--- src/rtl/router_pkg.sv ---
// Shared definitions for the router synchronizer: destination address
// encodings and the default watchdog sizing.
package router_pkg;

    typedef enum logic [1:0] {
        ADDR_P0   = 2'd0,
        ADDR_P1   = 2'd1,
        ADDR_P2   = 2'd2,
        ADDR_NONE = 2'd3
    } addr_e;

    localparam int TIMEOUT_DEF = 30;
    localparam int TW_DEF      = 5;

endpackage

--- src/rtl/router_sr_timer.sv ---
// One per-port watchdog: emits a one-cycle soft reset after TIMEOUT
// consecutive cycles of valid data with no read.
module router_sr_timer
    import router_pkg::*;
#(
    parameter int TIMEOUT = TIMEOUT_DEF,
    parameter int TW      = TW_DEF
) (
    input  logic clock,
    input  logic resetn,
    input  logic vld,
    input  logic rd,
    output logic soft_reset
);

    localparam logic [TW-1:0] LAST = TW'(TIMEOUT - 1);

    logic [TW-1:0] cnt_q, cnt_d;
    logic          sr_q, sr_d;
    logic          stall;

    assign stall = vld & ~rd;

    // The pulse cycle itself is never counted, so back-to-back pulses are TIMEOUT+1 apart.
    always_comb begin
        cnt_d = '0;
        sr_d  = 1'b0;
        if (!sr_q && stall) begin
            if (cnt_q == LAST) begin
                sr_d = 1'b1;
            end else begin
                cnt_d = cnt_q + TW'(1);
            end
        end
    end

    always_ff @(posedge clock or negedge resetn) begin
        if (!resetn) begin
            cnt_q <= '0;
            sr_q  <= 1'b0;
        end else begin
            cnt_q <= cnt_d;
            sr_q  <= sr_d;
        end
    end

    assign soft_reset = sr_q;

endmodule

--- src/rtl/router_sync.sv ---
// Router synchronizer: latches the header address, steers the FSM write
// strobe and full flag, and hosts one watchdog per output FIFO.
module router_sync
    import router_pkg::*;
#(
    parameter int TIMEOUT = TIMEOUT_DEF,
    parameter int TW      = TW_DEF
) (
    input  logic       clock,
    input  logic       resetn,
    input  logic       detect_add,
    input  logic [1:0] data_in,
    input  logic       write_enb_reg,
    input  logic       read_enb_0,
    input  logic       read_enb_1,
    input  logic       read_enb_2,
    input  logic       empty_0,
    input  logic       empty_1,
    input  logic       empty_2,
    input  logic       full_0,
    input  logic       full_1,
    input  logic       full_2,
    output logic [2:0] write_enb,
    output logic       fifo_full,
    output logic       vld_out_0,
    output logic       vld_out_1,
    output logic       vld_out_2,
    output logic       soft_reset_0,
    output logic       soft_reset_1,
    output logic       soft_reset_2
);

    addr_e addr_q, addr_d;

    assign addr_d = detect_add ? addr_e'(data_in) : addr_q;

    always_ff @(posedge clock or negedge resetn) begin
        if (!resetn) begin
            addr_q <= ADDR_NONE;
        end else begin
            addr_q <= addr_d;
        end
    end

    // Decode uses the registered address, so a same-cycle header still writes the old port.
    always_comb begin
        write_enb = 3'b000;
        fifo_full = 1'b0;
        case (addr_q)
            ADDR_P0: begin
                write_enb[0] = write_enb_reg;
                fifo_full    = full_0;
            end
            ADDR_P1: begin
                write_enb[1] = write_enb_reg;
                fifo_full    = full_1;
            end
            ADDR_P2: begin
                write_enb[2] = write_enb_reg;
                fifo_full    = full_2;
            end
            default: begin
                write_enb = 3'b000;
                fifo_full = 1'b0;
            end
        endcase
    end

    assign vld_out_0 = ~empty_0;
    assign vld_out_1 = ~empty_1;
    assign vld_out_2 = ~empty_2;

    router_sr_timer #(.TIMEOUT(TIMEOUT), .TW(TW)) u_wd0 (
        .clock      (clock),
        .resetn     (resetn),
        .vld        (vld_out_0),
        .rd         (read_enb_0),
        .soft_reset (soft_reset_0)
    );

    router_sr_timer #(.TIMEOUT(TIMEOUT), .TW(TW)) u_wd1 (
        .clock      (clock),
        .resetn     (resetn),
        .vld        (vld_out_1),
        .rd         (read_enb_1),
        .soft_reset (soft_reset_1)
    );

    router_sr_timer #(.TIMEOUT(TIMEOUT), .TW(TW)) u_wd2 (
        .clock      (clock),
        .resetn     (resetn),
        .vld        (vld_out_2),
        .rd         (read_enb_2),
        .soft_reset (soft_reset_2)
    );

endmodule

--- config.mk ---
export PLATFORM = sky130hd
export DESIGN_NAME = router_sync
export DESIGN_NICKNAME = d
export VERILOG_FILES = /design/src/rtl/router_pkg.sv /design/src/rtl/router_sr_timer.sv /design/src/rtl/router_sync.sv
export SDC_FILE = /design/constraint.sdc
export NUM_CORES = 1
export LEC_CHECK = 0
export CAP_MARGIN = 20
export CORE_MARGIN = 10
export CORE_UTILIZATION = 49
export CTS_CLUSTER_DIAMETER = 150
export DETAILED_ROUTE_END_ITERATION = 10
export MAX_ROUTING_LAYER = met4
export PLACE_DENSITY = 0.81
export SKIP_CTS_REPAIR_TIMING = 1
export SYNTH_ARGS = -nofsm -noshare
export SYNTH_HDL_FRONTEND = slang
export SYNTH_SLANG_ARGS = --single-unit
--- constraint.sdc ---
create_clock -name clock -period 3.16 [get_ports clock]
set_clock_uncertainty 0.15 [all_clocks]
set_input_delay 0.632 -clock clock [delete_from_list [all_inputs] [get_ports clock]]
set_output_delay 0.632 -clock clock [all_outputs]
set_load 0.005 [all_outputs]
# After elaboration in Yosys (flattened, before gate mapping)
# Index checks and enable logic that the tools add are counted.
[word_totals] ff_bits=20 inputBits=15 out_inout_bits=10 wordCells=47
[classes] n_addsub=3 n_eq_ne=5 muxes=16 bitwise_logic=9 n_reduce_logical=7
[ops] operator="$mux 5" n=6
[ops] operator="$add 5x1->5 const B" n=3
[ops] operator="$eq 5x5->1 const B" n=3
[ops] operator="$mux 1" n=9
[ops] operator="$not 1->1" n=6
[ops] operator="$and 1x1->1" n=3
[ops] operator="$logic_and 1x1->1" n=3
[ops] operator="$logic_not 1->1" n=3
[ops] operator="$pmux 1 s3" n=1
[ops] operator="$eq 2x1->1 const B" n=1
[ops] operator="$eq 2x2->1 const B" n=1
[ops] operator="$logic_not 2->1" n=1

# Depth between registers and ports, before layout
# Gate-level depths: netlist of the first run.
[logic_depth] depth_word=4 ltp_mapped=5 mapped_depth_nobuf=5

# Modules after synthesis
# A second synthesis of the first run with hierarchy kept.
[hier_totals] cells_unflattened=85 area_unflattened_um2=920.9
[modules_own_cells] mod="router_sr_timer" n_inst=3 cells_each=24 area_each_um2=261.5
[modules_own_cells] mod="router_sync" n_inst=1 cells_each=13 area_each_um2=136.4

# Worst setup path after synthesis of the first run
# Ideal clock, no wire load.
[synth_path] path_type="input to output" start="input port write_enb_reg" end="output port write_enb[0]" arrival_ns=0.832 t_required_ns=2.378 setup_slack_ns=1.546 stages=1 path_cell_list="nor3b_1"
[synth_between] elab_chain_len=1
[synth_rtl] item="start: declaration" line="router_sync.sv:13" source="input logic write_enb_reg,"
[synth_rtl] item="$mux 1" line="router_sync.sv:49" source="case (addr_q)"
[synth_rtl] item="end: declaration" line="router_sync.sv:23" source="output logic [2:0] write_enb,"
# No other way between the ends.

# Worst setup path in the final report of the first run
# Ends and elaborated chain as after synthesis.

==> run metrics, run 1 <==
Post-synth top flop=dfrtp_1; Num CTS Buffers=3; I/O pins=25; die area=3991 sq um; Max Clk Rate=381.9 MHz; CP max-delay cell=clkdlybuf4s50_1; status=completed; RSZ-0062 raised after global routing=false; placed cell areas=1185 sq um; Placed Cells=132; Port Buffers=24; Req. time, crit path=2.38 ns; share of cells above drive strength 1=9.009%; Synthesized Nets=104; final WL=1.652 mm; logic gate share of total power=12.7%; nets=133; CTS Buffer Depth=2; core area=1745 sq um; Sw Share=21.87%; worst-path cell chain=clkdlybuf4s50_1, nor3b_1, clkdlybuf4s50_1; worst path arrival time=1.84 ns; vias in the first global route=621; DRT iter0 DRCs=6; antenna cells=0; first-pass GRT wire length=2.842 mm; fin crit period=2.619 ns; sequential-to-total area share from yosys stat=55.07%; WL per Instance=12.15 microns; Seq pwr share=60.7%; P per Cell Area=368.5 nW/um^2; Max Cap Viol=0; leak pwr=0.5350 nW; Yosys reg bits=20; CTS tree=built; peak supply drop=254.7 uV; class of the worst hold path=reg -> reg; most frequent cells after synthesis=18 x dfrtp_1, 16 x nor2_1; Core Rows=15; detailed placement HPWL=1.311 mm; routability-driven placement congestion ratio=0.7406; WS Path Type=in -> out; drt drc=0; most used routing layer=met2; met2 Usage GRT=12.69%; Slew HR=43.49%; Worst-path clk slew=0.10 ns; Synth area leader=dfrtp_1; max-slew violation count=0; Worst-Margin Slew=0.8450 ns; Skew-Pair Late Insertion Delay=0.29 ns; Hold Worst Slack=0.3350 ns; R2R cell count=5; CP dominant cell by count=clkdlybuf4s50_1; die width=63.18 microns; hold path depth=1; Worst Setup Start Kind=input pin; internal power=0.3487 mW; largest cells by area after synthesis=dfrtp_1 49%, ha_1 8.2%, nor2_1 6.6%, dfstp_2 5.8%, xor2_1 5.8%; most frequent cell after synthesis=dfrtp_1; met1 usage=10.70%; post-synthesis cell type count=18; Routed Antenna Nets=0; cell area after layout=1211 sq um; via count=665; # H-tree levels=1; EDFF count, synth=0; Cells after Synth=83; First-pass DRT Iterations=4; CTS Root Cell=clkbuf_4; CP peak stage delay=0.53 ns; grt total ovfl=0; mapped cell area=913.4 sq um; pin count of the biggest net entering global routing=21; Syn Area/Cell=11.00 sq um; final setup vio count=0; async set or reset register ratio after synthesis=100.0%; Layout Cells excl Fill=136; Setup Total Neg Slack=0 ns; clock share of power=26.7%; Synth warnings=0; Initial Util=52.33%; initial antenna violation count=0; Hold Fails Final Rpt=0; Critical Path End Type=output port; Die Height=63.18 microns; Area Overhead vs Synth=32.60%; Final period util=82.87%; post-DR vias/cell=4.890; clock sinks=20; Switch Pwr=0.09762 mW; grt met3 use=4.064%; overall routing resource usage=8.767%; Pwr Total=0.4463 mW; peak fanout along the critical path=3; share of the synthesized area in the top cell type=49.32%
## stage by stage
stage,setup WS [ns],util (%)
final,0.5412,69.39
after global routing,0.4726,69.39
after CTS,0.5369,69.39
after detailed placement,0.5468,67.89
after global placement,0.5615,67.89
after floorplan,1.546,-
## critical path, delay by kind of cell
kind	cells	cell delay [ns]
buffers and inverters	2	1.02
and+or+nand+nor	1	0.18
## power groups by stage
stage               clock (mW)  combinational [mW]  sequential [mW]
global route             0.143              0.0633            0.272
finish                   0.119              0.0565            0.271
CTS                      0.126              0.0578            0.271
global placement             0              0.0572            0.276
floorplan                    0              0.0187            0.275
detailed placement           0              0.0577            0.276
## final cells by class
cell class                 instances  area [sq um]
tap                               25         31.28
multi-input combinational         57         387.9
timing repair buffer              24         240.2
clock buffer                       4         26.28
sequential                        20         503.0
fill                             141         534.3
inverter                           6         22.52
## flip-flops by register name, indices dropped and copies added (netlist names)
| name | flops |
|---|---|
| u_wd0.cnt_q | 5 |
| u_wd1.cnt_q | 5 |
| u_wd2.cnt_q | 5 |
| addr_q | 2 |
| u_wd0.soft_reset | 1 |
| u_wd1.soft_reset | 1 |
| u_wd2.soft_reset | 1 |
## placed cells by master, fill, tap and decap left out, drive strengths merged
master and count:
and3b 1, xnor2 3, clkbuf 4, clkdlybuf4s50 24, mux2 2, nor2 16
nor3b 1, dfstp 2, ha 6, inv 6, xor2 6, nand4 3
mux2i 1, dfrtp 18, nand3 6, nor3 3, nand3b 1, nor4 3
nand2 4, o21ai 1
## worst paths after layout
kind                                            startpoint                         end  slack, ns
worst min register to register  u_wd1.soft_reset$_DFF_PN0_  u_wd1.soft_reset$_DFF_PN0_       0.33
worst max-delay path                         write_enb_reg                write_enb[0]       0.54
worst min-delay path            u_wd1.soft_reset$_DFF_PN0_  u_wd1.soft_reset$_DFF_PN0_       0.33
worst max register to register    u_wd2.cnt_q[1]$_DFF_PN0_    u_wd2.cnt_q[4]$_DFF_PN0_       1.94
max in group asynchronous                           resetn  u_wd0.soft_reset$_DFF_PN0_       1.68
min in group asynchronous                           resetn    u_wd2.cnt_q[0]$_DFF_PN0_       0.67
## kinds of logic after synthesis
group	after synthesis	synth area share, %
and+or+nand+nor	38	21.51
DFF	20	55.07
xor gates and xnor gates	9	8.631
buffers and inverters	6	2.466
adders and majority gates	6	8.219
muxes	3	3.562
AOI/OAI and AO/OA	1	0.5474
## routing by layer
| layer | share of wire (%) | wire length [microns] |
|---|---|---|
| met1 | 49 | 812 |
| met2 | 42 | 688 |
| met4 | 1.0 | 17 |
| met5 | 0 | 0 |
| met3 | 8.1 | 134 |
(Power assumes the default switching activity.)
==> run 2, diff against run 1 <==
--- a/config.mk
+++ b/config.mk
@@ -7,11 +7,11 @@
 export LEC_CHECK = 0
 export CAP_MARGIN = 20
 export CORE_MARGIN = 10
-export CORE_UTILIZATION = 49
+export CORE_UTILIZATION = 46
 export CTS_CLUSTER_DIAMETER = 150
 export DETAILED_ROUTE_END_ITERATION = 10
 export MAX_ROUTING_LAYER = met4
-export PLACE_DENSITY = 0.81
+export PLACE_DENSITY = 0.77
 export SKIP_CTS_REPAIR_TIMING = 1
 export SYNTH_ARGS = -nofsm -noshare
 export SYNTH_HDL_FRONTEND = slang
==> constraint.sdc (replaced) <==
create_clock -name clock -period 2.6 [get_ports clock]
set_clock_uncertainty 0.15 [all_clocks]
set_input_delay 0.52 -clock clock [delete_from_list [all_inputs] [get_ports clock]]
set_output_delay 0.52 -clock clock [all_outputs]
set_load 0.005 [all_outputs]
==> run 2 against run 1 <==
  * Sequential power is 22% higher
  * Clock-buffer cell count stayed put
  * Combinational power is 25% higher
  * Global-route usage is 0.22 points higher
  * Sequential cell count stayed put
  * Worst setup slack worse by 0.34 ns
  * Sequential share of layout area is 0.34 points lower
  * Largest cell class unchanged
  * Highest routed layer unchanged
  * Total power is 23% higher
  * Core utilization is 5.8 points lower
  * Design area is 0.83% higher
  * Non-clock buffer count is 1 higher
  * Routed wire length is 7.6% higher
==> run metrics, run 2 (synthesis results as in run 1) <==
RSZ-0062 raised after global routing=false; peak supply drop=321.8 uV; vias in the first global route=670; max-slew violation count=0; worst-path cell chain=clkdlybuf4s50_1, nor3b_1, clkdlybuf4s50_1; clock sinks=20; CP max-delay cell=clkdlybuf4s50_1; DRT iter0 DRCs=19; die area=4168 sq um; hold endpoint=u_wd1.soft_reset$_DFF_PN0_; Worst R2R Start=u_wd0.cnt_q[0]$_DFF_PN0_; final core area utilization=63.54%; R2R Setup Slk=1.33 ns; # H-tree levels=1; RR Endpoint=u_wd0.cnt_q[4]$_DFF_PN0_; CTS Buffer Depth=2; Die Height=64.56 microns; share of cells above drive strength 1=9.821%; grt total ovfl=0; CP top delay family=buffers and inverters; Worst Setup SP=write_enb_reg; class of the worst hold path=reg -> reg; most used routing layer=met2; first-pass GRT wire length=3.001 mm; Initial Util=47.53%; routability-driven placement congestion ratio=0.7987; nets=134; Max Cap Viol=0; Min-Delay Startpoint=u_wd1.soft_reset$_DFF_PN0_; CP dominant cell by count=clkdlybuf4s50_1; Top Registers=u_wd0.cnt_q: 5 flops, u_wd1.cnt_q: 5 flops, u_wd2.cnt_q: 5 flops; most frequent cells in the layout=24 x clkdlybuf4s50_1, 18 x dfrtp_1, 16 x nor2_1; Worst-path clk slew=0.10 ns; Critical Path End Type=output port; Port Buffers=24; Routed Antenna Nets=0; WL per Instance=12.79 microns; Pwr Total=0.5476 mW; hold path depth=1; Max Clk Rate=416.8 MHz; final WL=1.778 mm; Slew HR=83.26%; commonest non-fill, non-tap cell in the layout=clkdlybuf4s50_1; I/O pins=25; die width=64.56 microns; Core Rows=16; pin count of the biggest net entering global routing=21; Num CTS Buffers=3; Skew-Pair Late Insertion Delay=0.29 ns; P per Cell Area=448.4 nW/um^2; cell area after layout=1221 sq um; Hold Fails Final Rpt=0; CP peak stage delay=0.53 ns; First-pass DRT Iterations=3; via count=660; worst path arrival time=1.73 ns; Worst-Margin Slew=0.2488 ns; Final period util=92.27%; Setup Total Neg Slack=0 ns; grt met3 use=2.749%; antenna cells=0; crit path buf inv count=2; core area=1922 sq um; Area Overhead vs Synth=33.70%; met1 usage=10.47%; placed cell areas=1195 sq um; Hold Worst Slack=0.3307 ns; status=completed; met2 Usage GRT=13.55%; Worst Setup Start Kind=input pin; leak pwr=0.5398 nW; peak fanout along the critical path=3; final setup vio count=0; detailed placement HPWL=1.427 mm; R2R cell count=4; fin crit period=2.399 ns; CTS tree=built; CTS Root Cell=clkbuf_4; WS Path Type=in -> out; post-DR vias/cell=4.748; drt drc=0; Req. time, crit path=1.93 ns; overall routing resource usage=8.982%; initial antenna violation count=0
-- run 2: cell types whose count changed in the layout (fill, tap and decap cells not counted) --
| cell | before | now |
|---|---|---|
| buf_4 | 0 | 1 |
-- run 2: worst max-delay path by stage --
| stage | slack [ns] | cells past startpoint | to |
|---|---|---|---|
| CTS | 0.20 | 3 | write_enb[0] |
| finish | 0.20 | 3 | write_enb[0] |
| floorplan | 1.13 | 2 | fifo_full |
| global placement | 0.23 | 3 | write_enb[0] |
| global route | 0.11 | 3 | write_enb[0] |
| detailed placement | 0.21 | 3 | write_enb[0] |
-- run 2: area by class of cell --
class,count,area [sq um]
well taps,27,33.78
inverters,6,22.52
multi-input cells,57,387.9
fillers,174,700.7
flip-flops and latches,20,503.0
clock buffers,4,26.28
repair buffers,25,247.7
-- run 2: metal layers --
layer | part of all wire [%] | wire (microns) | up-vias
li1 | - | - | 334
met2 | 44 | 780 | 22
met3 | 6.0 | 107 | 4
met5 | 0 | 0 | -
met1 | 49 | 864 | 300
met4 | 1.5 | 26 | 0
-- run 2: metrics by stage --
step / worst slack, ns / instances
5_1_grt: 0.1109 / 139
6_report: 0.2010 / 139
3_5_place_dp: 0.2109 / 135
3_3_place_gp: 0.2288 / 135
4_1_cts: 0.1975 / 139
2_1_floorplan: 1.135 / 83
-- run 2: power breakdown --
group	internal (mW)	total [mW]	leakage (nW)	switching, mW
Combinational	0.0445	0.0708	0.256	0.0263
Clock	0.0597	0.147	0.0150	0.0876
Sequential	0.321	0.330	0.269	0.00865
==> run 3, diff against run 2 <==
--- a/config.mk
+++ b/config.mk
@@ -6,13 +6,13 @@
 export NUM_CORES = 1
 export LEC_CHECK = 0
 export CAP_MARGIN = 20
-export CORE_MARGIN = 10
-export CORE_UTILIZATION = 46
+export CORE_UTILIZATION = 38
 export CTS_CLUSTER_DIAMETER = 150
 export DETAILED_ROUTE_END_ITERATION = 10
 export MAX_ROUTING_LAYER = met4
-export PLACE_DENSITY = 0.77
+export PLACE_DENSITY = 0.66
 export SKIP_CTS_REPAIR_TIMING = 1
 export SYNTH_ARGS = -nofsm -noshare
 export SYNTH_HDL_FRONTEND = slang
 export SYNTH_SLANG_ARGS = --single-unit
+export TNS_END_PERCENT = 50
==> run 3 against run 2 <==
  * Highest routed layer unchanged
  * Sequential share of layout area about the same
  * Via count increased by 1.4%
  * Clock power about the same
  * Design area grew 0.10%
  * Total power is 0.59% higher
  * Global-route usage grew 6.4 points
  * Die area is 38% lower
  * Worst setup slack improved by 0.0079 ns
==> run metrics, run 3 (synthesis results as in run 1) <==
Area Overhead vs Synth=33.84%; P per Cell Area=450.6 nW/um^2; overall routing resource usage=15.35%; most used routing layer=met2; die width=51.03 microns; CTS Buffer Depth=2; Port Buffers=24; via count=669; status=completed; grt met3 use=2.679%; Top Registers=u_wd0.cnt_q: 5 flops, u_wd1.cnt_q: 5 flops, u_wd2.cnt_q: 5 flops; grt total ovfl=0; die area=2604 sq um; First-pass DRT Iterations=2; RSZ-0062 raised after global routing=false; met1 usage=17.78%; Routed Antenna Nets=0; CP max-delay cell=clkdlybuf4s50_1; drt drc=0; share of cells above drive strength 1=9.821%; antenna cells=0; Worst-path clk slew=0.10 ns; CTS Root Cell=clkbuf_4; Skew-Pair Late Insertion Delay=0.30 ns; Hold Fails Final Rpt=0; routability-driven placement congestion ratio=0.7099; Core Rows=17; Setup Total Neg Slack=0 ns; peak supply drop=380.1 uV; hold path depth=1; final WL=1.616 mm; initial antenna violation count=0; Num CTS Buffers=3; pin count of the biggest net entering global routing=21; Worst Setup Start Kind=input pin; Final period util=91.97%; leak pwr=0.5398 nW; # H-tree levels=1; I/O pins=25; CP peak stage delay=0.52 ns; met2 Usage GRT=26.54%; class of the worst hold path=reg -> reg; vias in the first global route=694; Initial Util=40.90%; most frequent cells in the layout=24 x clkdlybuf4s50_1, 18 x dfrtp_1, 16 x nor2_1; Slew HR=83.22%; worst-path cell chain=clkdlybuf4s50_1, nor3b_1, clkdlybuf4s50_1; clock sinks=20; post-DR vias/cell=4.779; Critical Path End Type=output port; fin crit period=2.391 ns; Worst-Margin Slew=0.2518 ns; Req. time, crit path=1.93 ns; WS Path Type=in -> out; final setup vio count=0; CP dominant cell by count=clkdlybuf4s50_1; final core area utilization=54.73%; worst path arrival time=1.72 ns; max-slew violation count=0; first-pass GRT wire length=2.904 mm; Max Clk Rate=418.2 MHz; commonest non-fill, non-tap cell in the layout=clkdlybuf4s50_1; core area=2233 sq um; DRT iter0 DRCs=3; CTS tree=built; detailed placement HPWL=1.258 mm; R2R cell count=5; peak fanout along the critical path=3; WL per Instance=11.54 microns; Die Height=51.03 microns; Max Cap Viol=0; nets=134
[run 3: cell counts in the layout (fill, tap and decap cells not counted)]
No cell type changed its count.
[run 3: layer usage]
layer	wire length, microns	up-vias
met5	0	-
met4	18	0
met3	82	2
met2	782	17
met1	733	313
li1	-	337
[run 3: path summary, 6_finish.rpt]
check                                             end                  startpoint  slack, ns
hold / removal             u_wd1.soft_reset$_DFF_PN0_  u_wd1.soft_reset$_DFF_PN0_       0.33
hold reg to reg            u_wd1.soft_reset$_DFF_PN0_  u_wd1.soft_reset$_DFF_PN0_       0.33
setup reg to reg             u_wd0.cnt_q[4]$_DFF_PN0_    u_wd0.cnt_q[1]$_DFF_PN0_       1.35
max in group asynchronous       addr_q[0]$_DFFE_PN1P_                      resetn       1.63
min in group asynchronous  u_wd0.soft_reset$_DFF_PN0_                      resetn       0.39
setup / recovery                         write_enb[0]               write_enb_reg       0.21
[run 3: worst max-delay path: cells and delay by family]
family	cells	cell delay, ns
buf+inv	2	1.01
simple gates	1	0.19
[run 3: final cells by class]
type / instances / area (sq um)
clock buffers: 4 / 26.28
fillers: 214 / 1011
inverters: 6 / 22.52
multi-input cells: 57 / 387.9
flip-flops and latches: 20 / 503.0
well taps: 28 / 35.03
repair buffers: 25 / 247.7
[run 3: where the power goes]
| group | switching, mW | total (mW) | internal [mW] |
|---|---|---|---|
| combinational | 0.0267 | 0.0711 | 0.0445 |
| sequential | 0.00902 | 0.330 | 0.321 |
| clock | 0.0901 | 0.150 | 0.0597 |
[run 3: metrics by stage]
step	total power [mW]	hold slack [ns]	worst slack [ns]	cells	instance area [sq um]
floorplan	0.3565	0.07441	1.135	83	913.4
global placement	0.4056	0.3129	0.2323	136	1196
detailed placement	0.4081	0.3254	0.2308	136	1196
CTS	0.5603	0.3378	0.2181	140	1222
global route	0.5809	0.3728	0.1845	140	1222
finish	0.5509	0.3319	0.2088	140	1222
